===== src/rtl/spi_master_cmd.sv =====
// rtl/spi_master_cmd.sv - SPI mode-0 master issuing one 48-bit MRAM access frame per request
//
// Ports:
//   FPGA_clk  in   system clock (only clock)
//   FPGA_rst  in   asynchronous active-low reset
//   start     in   request strobe, honoured only in IDLE
//   rw        in   1 = read, 0 = write (latched with start)
//   addr      in   20-bit MRAM word address (latched with start)
//   wr_data   in   16-bit write data (latched with start)
//   busy      out  high from the cycle after acceptance to the end of the CS gap
//   done      out  one-cycle pulse as SSEL rises at frame end
//   rd_data   out  last read result, updated only by read frames
//   SCLK      out  SPI clock, idles low
//   SSEL      out  slave select, active-low
//   MOSI      out  serial data to slave, MSB first
//   MISO      in   serial data from slave
module spi_master_cmd #(
  parameter int CLK_DIV = 4,
  parameter int CS_GAP  = 4
) (
  input  logic        FPGA_clk,
  input  logic        FPGA_rst,
  input  logic        start,
  input  logic        rw,
  input  logic [19:0] addr,
  input  logic [15:0] wr_data,
  output logic        busy,
  output logic        done,
  output logic [15:0] rd_data,
  output logic        SCLK,
  output logic        SSEL,
  output logic        MOSI,
  input  logic        MISO
);

  localparam int CW = 16;
  localparam logic [CW-1:0] DIV_LAST = CW'(CLK_DIV - 1);
  localparam logic [CW-1:0] GAP_LAST = CW'(CS_GAP - 1);

  typedef enum logic [2:0] {IDLE, SETUP, SHIFT, HOLD, GAP} state_t;

  state_t        state_q, state_d;
  logic [CW-1:0] cnt_q, cnt_d;
  logic [5:0]    edge_q, edge_d;
  logic [47:0]   shift_q, shift_d;
  logic [15:0]   rx_q, rx_d;
  logic [15:0]   rd_data_q, rd_data_d;
  logic          rw_q, rw_d;
  logic          sclk_q, sclk_d;
  logic          ssel_q, ssel_d;
  logic          mosi_q, mosi_d;
  logic          busy_q, busy_d;
  logic          done_q, done_d;
  logic [47:0]   frame;

  always_comb begin
    frame = {(rw ? 8'h03 : 8'h02), 4'b0000, addr, (rw ? 16'h0000 : wr_data)};
  end

  always_comb begin
    state_d   = state_q;
    cnt_d     = cnt_q + CW'(1);
    edge_d    = edge_q;
    shift_d   = shift_q;
    rx_d      = rx_q;
    rd_data_d = rd_data_q;
    rw_d      = rw_q;
    sclk_d    = sclk_q;
    ssel_d    = ssel_q;
    mosi_d    = mosi_q;
    busy_d    = busy_q;
    done_d    = 1'b0;
    case (state_q)
      IDLE: begin
        cnt_d = '0;
        if (start) begin
          rw_d    = rw;
          shift_d = frame;
          mosi_d  = frame[47];
          ssel_d  = 1'b0;
          busy_d  = 1'b1;
          edge_d  = '0;
          state_d = SETUP;
        end
      end
      SETUP: begin
        // First rising edge; MISO bit 0 of 48 is a command-phase bit and is discarded.
        if (cnt_q == DIV_LAST) begin
          cnt_d   = '0;
          sclk_d  = 1'b1;
          edge_d  = 6'd1;
          state_d = SHIFT;
        end
      end
      SHIFT: begin
        if (cnt_q == DIV_LAST) begin
          cnt_d = '0;
          if (sclk_q) begin
            sclk_d = 1'b0;
            // edge_q holds the number of rising edges so far; the fall after the
            // 48th ends the frame without shifting MOSI.
            if (edge_q == 6'd48) begin
              state_d = HOLD;
            end else begin
              shift_d = {shift_q[46:0], 1'b0};
              mosi_d  = shift_q[46];
            end
          end else begin
            sclk_d = 1'b1;
            edge_d = edge_q + 6'd1;
            // Rising edges 33..48 are the data phase.
            if (edge_q >= 6'd32) begin
              rx_d = {rx_q[14:0], MISO};
            end
          end
        end
      end
      HOLD: begin
        if (cnt_q == DIV_LAST) begin
          cnt_d   = '0;
          ssel_d  = 1'b1;
          mosi_d  = 1'b0;
          done_d  = 1'b1;
          state_d = GAP;
          if (rw_q) begin
            rd_data_d = rx_q;
          end
        end
      end
      GAP: begin
        if (cnt_q == GAP_LAST) begin
          cnt_d   = '0;
          busy_d  = 1'b0;
          state_d = IDLE;
        end
      end
      default: begin
        state_d = IDLE;
      end
    endcase
  end

  always_ff @(posedge FPGA_clk or negedge FPGA_rst) begin
    if (!FPGA_rst) begin
      state_q   <= IDLE;
      cnt_q     <= '0;
      edge_q    <= '0;
      shift_q   <= '0;
      rx_q      <= '0;
      rd_data_q <= '0;
      rw_q      <= 1'b0;
      sclk_q    <= 1'b0;
      ssel_q    <= 1'b1;
      mosi_q    <= 1'b0;
      busy_q    <= 1'b0;
      done_q    <= 1'b0;
    end else begin
      state_q   <= state_d;
      cnt_q     <= cnt_d;
      edge_q    <= edge_d;
      shift_q   <= shift_d;
      rx_q      <= rx_d;
      rd_data_q <= rd_data_d;
      rw_q      <= rw_d;
      sclk_q    <= sclk_d;
      ssel_q    <= ssel_d;
      mosi_q    <= mosi_d;
      busy_q    <= busy_d;
      done_q    <= done_d;
    end
  end

  assign busy    = busy_q;
  assign done    = done_q;
  assign rd_data = rd_data_q;
  assign SCLK    = sclk_q;
  assign SSEL    = ssel_q;
  assign MOSI    = mosi_q;

endmodule

===== config.mk =====
export PLATFORM = sky130hd
export DESIGN_NAME = spi_master_cmd
export DESIGN_NICKNAME = d
export VERILOG_FILES = /design/src/rtl/spi_master_cmd.sv
export SDC_FILE = /design/constraint.sdc
export NUM_CORES = 1
export LEC_CHECK = 0
export BUFFER_PORTS_ARGS = -buffer_cell sky130_fd_sc_hd__buf_2
export CAP_MARGIN = 20
export CORE_MARGIN = 2
export CORE_UTILIZATION = 50
export DETAILED_ROUTE_END_ITERATION = 7
export PLACE_DENSITY_LB_ADDON = 0.25
export SYNTH_ARGS = -nofsm -noshare
export SYNTH_HDL_FRONTEND = slang
export SYNTH_SLANG_ARGS = --single-unit

===== constraint.sdc =====
create_clock -name FPGA_clk -period 2.9 [get_ports FPGA_clk]
set_input_delay 0.29 -clock FPGA_clk [delete_from_list [all_inputs] [get_ports FPGA_clk]]
set_output_delay 0.29 -clock FPGA_clk [all_outputs]
set_load 0.1 [all_outputs]

==> impl_results.md <==
- Status: finished, final reports clean
- Reg clk slew, reported paths: 120 ps
- Post-route ant nets: 0
- Crit-path max FO: 16
- DP Worst Slack: slightly above 300 ps
- Simple-gate portion of the synthesized area: between 10% and 20%
- Syn Area/Cell: around 12 um^2
- Met2 wire len: between 4 and 5 mm
- Highest clock rate: between 0.3 and 0.4 GHz
- CTS Sinks: 110
- GP Congestion: 0.8027
- Synth Area in Adders: 0.9005%
- Synthesized cell area: about 0.0053 mm^2
- RSZ-0062 raised after global routing: no
- WS Path Type: register to register
- Initial core utilization: between 50% and 60%
- Int Pwr: roughly 2 mW
- Switching pwr: between 0.6 and 0.7 mW
- CP Data Required Time: ~3200 ps
- Combinational power share: about 4.0%
- Setup Skew: 14.21 ps
- Main combinational cell family by area after synthesis: multiplexers
- Total Power: ~2.6 mW
- Layout area overhead: 12.61%
- Sequential area share after synthesis: 52.16%
- Final period utilization: 88.74%
- Max Cap Viol: 0
- Final max-slew violation count: 0
- Layout cells sized above 1: around 33%
- Number of buffers created by CTS: 9
- Clk network pwr share: 36.2%
- Wire per inst: around 15 um
- Reg-to-reg slack, setup: roughly 330 ps
- Syn nets: 492
- Static leakage power: 2.779 nW
- Max VDD drop: about 210 uV
- Final hold vios: 0
- Global route overflow: 0
- Initial antenna violation count: 0
- H-tree depth: 3
- Hold Crit Class: input pin to register
- Post-synth EDFFs: 0
- Crit end category: register
- Gr usage total: a little under a fifth
- Drt initial violations: between 200 and 250
- Top_reg_cell synth: dfrtp_1
- Final net count: around 550
- # DRC: 0
- Row count: 37
- Core Area: approximately 0.010 mm^2
- Yosys warnings: 0
- PostCTS Resize Cnt: 0
- ANT cells: 0
- Seq cells post-synth: 110
- CP top delay family: simple AND/OR/NAND/NOR gates
- Compound-Gate Fraction of Synth Area: under 10%
- Async SR Flop Fraction: between 90% and 100%
- Die Ht: around 110 um
- Worst hold slack: 144.5 ps
- Clock period minus worst slack: between 2000 and 3000 ps
- Crit path max-delay cell type: and4_1
- Area of the multi-input gates: between 0.002 and 0.0025 mm^2
- Fill cells: 883
- Proportion of synthesized area in mux cells: 20.14%
- Vias in the first global route: ~3600
- Cells after Synth: around 450
- Flop pwr share: between 50% and 60%
- Switching share of power: between 20% and 30%
- Die width: between 100 and 150 um
- WP data arrival: roughly 2900 ps
- Met3 wire length: 372 um
- Clk_lat worst skew: 380 ps
- Total vias in the final route: roughly 3500
- CTS tree: done
- Drt total wl: roughly 9.6 mm
- Util after Layout: between 50% and 60%
- DP Wirelength: around 6.4 mm
- TritonRoute pass-1 iters: 4
- Slowest cell delay on critical path: approximately 540 ps
- Critical Path, Cell by Cell: ha_1, nor4b_2, and4_1, nand4_2, mux2_1
- Relative slew slack: 49.19%
- Top layer reached by signal wires: met4
- Critical path startpoint category: register
- CTS Root Cell: clkbuf_8
- Final setup TNS: 0 ps
- Metal-1 WL: between 4 and 5 mm
- XOR/XNOR Fraction of Synth Area: 2.488%
- Die Area: 0.01140 mm^2
- Pin count of the biggest net entering global routing: 72
- IO Count: 62
- Buf/Inv on CP: 0
- Cell variety after synth: 49
- Clk buf depth: 2
- Slew @ Worst Pin: approximately 760 ps
- Register area: approximately 0.0028 mm^2
- IO buf count: 61
- Pwr per Cell Area: ~440 mW/mm^2
- First-pass GRT wire length: ~17 mm
- Setup violators final: 0
- Vias per inst: 5.503
- Worst Slack Setup Final: roughly 330 ps
synthesized netlist by cell type, types with 2 or more instances:
cell type / number / area [um^2]
nor3_1: 7 / 35.03
inv_1: 24 / 90.09
ha_1: 3 / 37.54
a22o_1: 3 / 26.28
nor4_1: 5 / 31.28
o311a_1: 2 / 20.02
o221ai_1: 6 / 52.55
buf_1: 3 / 11.26
dfrtp_1: 109 / 2728
nor3b_1: 17 / 127.6
buf_2: 9 / 45.04
nand4_2: 2 / 25.02
clkbuf_1: 9 / 33.78
xnor2_1: 12 / 105.1
nand4_1: 3 / 18.77
mux2_2: 64 / 720.7
nand3_1: 23 / 115.1
and2_1: 2 / 12.51
nor2b_1: 3 / 18.77
nor2_1: 23 / 86.33
nand2_1: 23 / 86.33
o21ai_0: 5 / 25.02
mux2_4: 10 / 150.1
o211ai_1: 8 / 60.06
nor4_4: 2 / 42.54
mux2i_1: 17 / 170.2
xor2_1: 3 / 26.28
mux2_1: 2 / 22.52
buf_4: 4 / 30.03
o31ai_1: 2 / 15.01
a21oi_1: 24 / 120.1
buf_6: 2 / 22.52
per-layer routing:
layer / vias to the layer above / GRT usage [%]
li1: 1706 / -
met1: 1757 / 24.75
met2: 69 / 30.39
met3: 12 / 3.891
met4: 0 / 5.659
met5: - / 0
per-stage QoR:
stage | std cells | area [um^2]
final | 644 | 5946
after global routing | 644 | 5946
after CTS | 644 | 5946
after detailed placement | 627 | 5731
after global placement | 627 | 5731
after floorplan | 448 | 5280
final timing paths:
path | to | depth (start not counted) | from
worst max register to register | rd_data[15] | 5 | cnt_q[0]
min in group asynchronous | edge_q[4] | 2 | FPGA_rst
worst max-delay path | rd_data[15] | 5 | cnt_q[0]
max in group asynchronous | cnt_q[8] | 3 | FPGA_rst
worst min-delay path | rx_q[0] | 2 | MISO
worst min register to register | cnt_q[0] | 1 | cnt_q[0]
what timing repair did:
action                                 in CTS  in global routing
endpoints found under the hold margin      38                  0
setup buffers                               0                  0
hold buffers                                1                  0
placed cells by master (no fill, tap or decap), types with 8 or more instances in the layout:
master,instances
o211ai_1,8
dfrtp_1,109
nor3b_1,16
nand2_1,23
mux2i_1,17
inv_1,24
xnor2_1,12
nor2_1,23
a21oi_1,24
mux2_4,10
buf_2,60
clkbuf_8,9
nand3_1,23
mux2_2,64
logic make-up (layout without fill, tap and decap cells):
family,count (synthesis),in the layout
buffers and inverters,51,111
XOR/XNOR,15,15
adder cells (fa/ha/maj),4,4
multiplexers,93,93
flip-flops,110,110
AO/OA/AOI/OAI,58,58
AND/OR/NAND/NOR,117,117
registers in the layout, indices dropped and copies added, names as in the netlist:
signal   cells
done         1
SSEL         1
rw_q         1
MOSI         1
busy         1
rd_data     16
shift_q     47
SCLK         1
rx_q        16
cnt_q       16
edge_q       6
state_q      3
power groups by stage:
stage                     clock network (mW)  logic [mW]  registers (mW)
after floorplan                            0      0.0415            1.59
after global placement                     0       0.104            1.59
after detailed placement                   0       0.108            1.60
after CTS                              0.973       0.109            1.57
after global routing                    1.05       0.122            1.57
final                                  0.946       0.105            1.57
layout make-up:
type	instances	share of cell area (%)
inverter	24	1.515
clock inverter	7	1.368
timing repair buffer	71	7.113
tap	136	2.862
sequential	110	46.32
multi-input combinational	287	38.74
clock buffer	9	2.083
(Power assumes the default switching activity.)
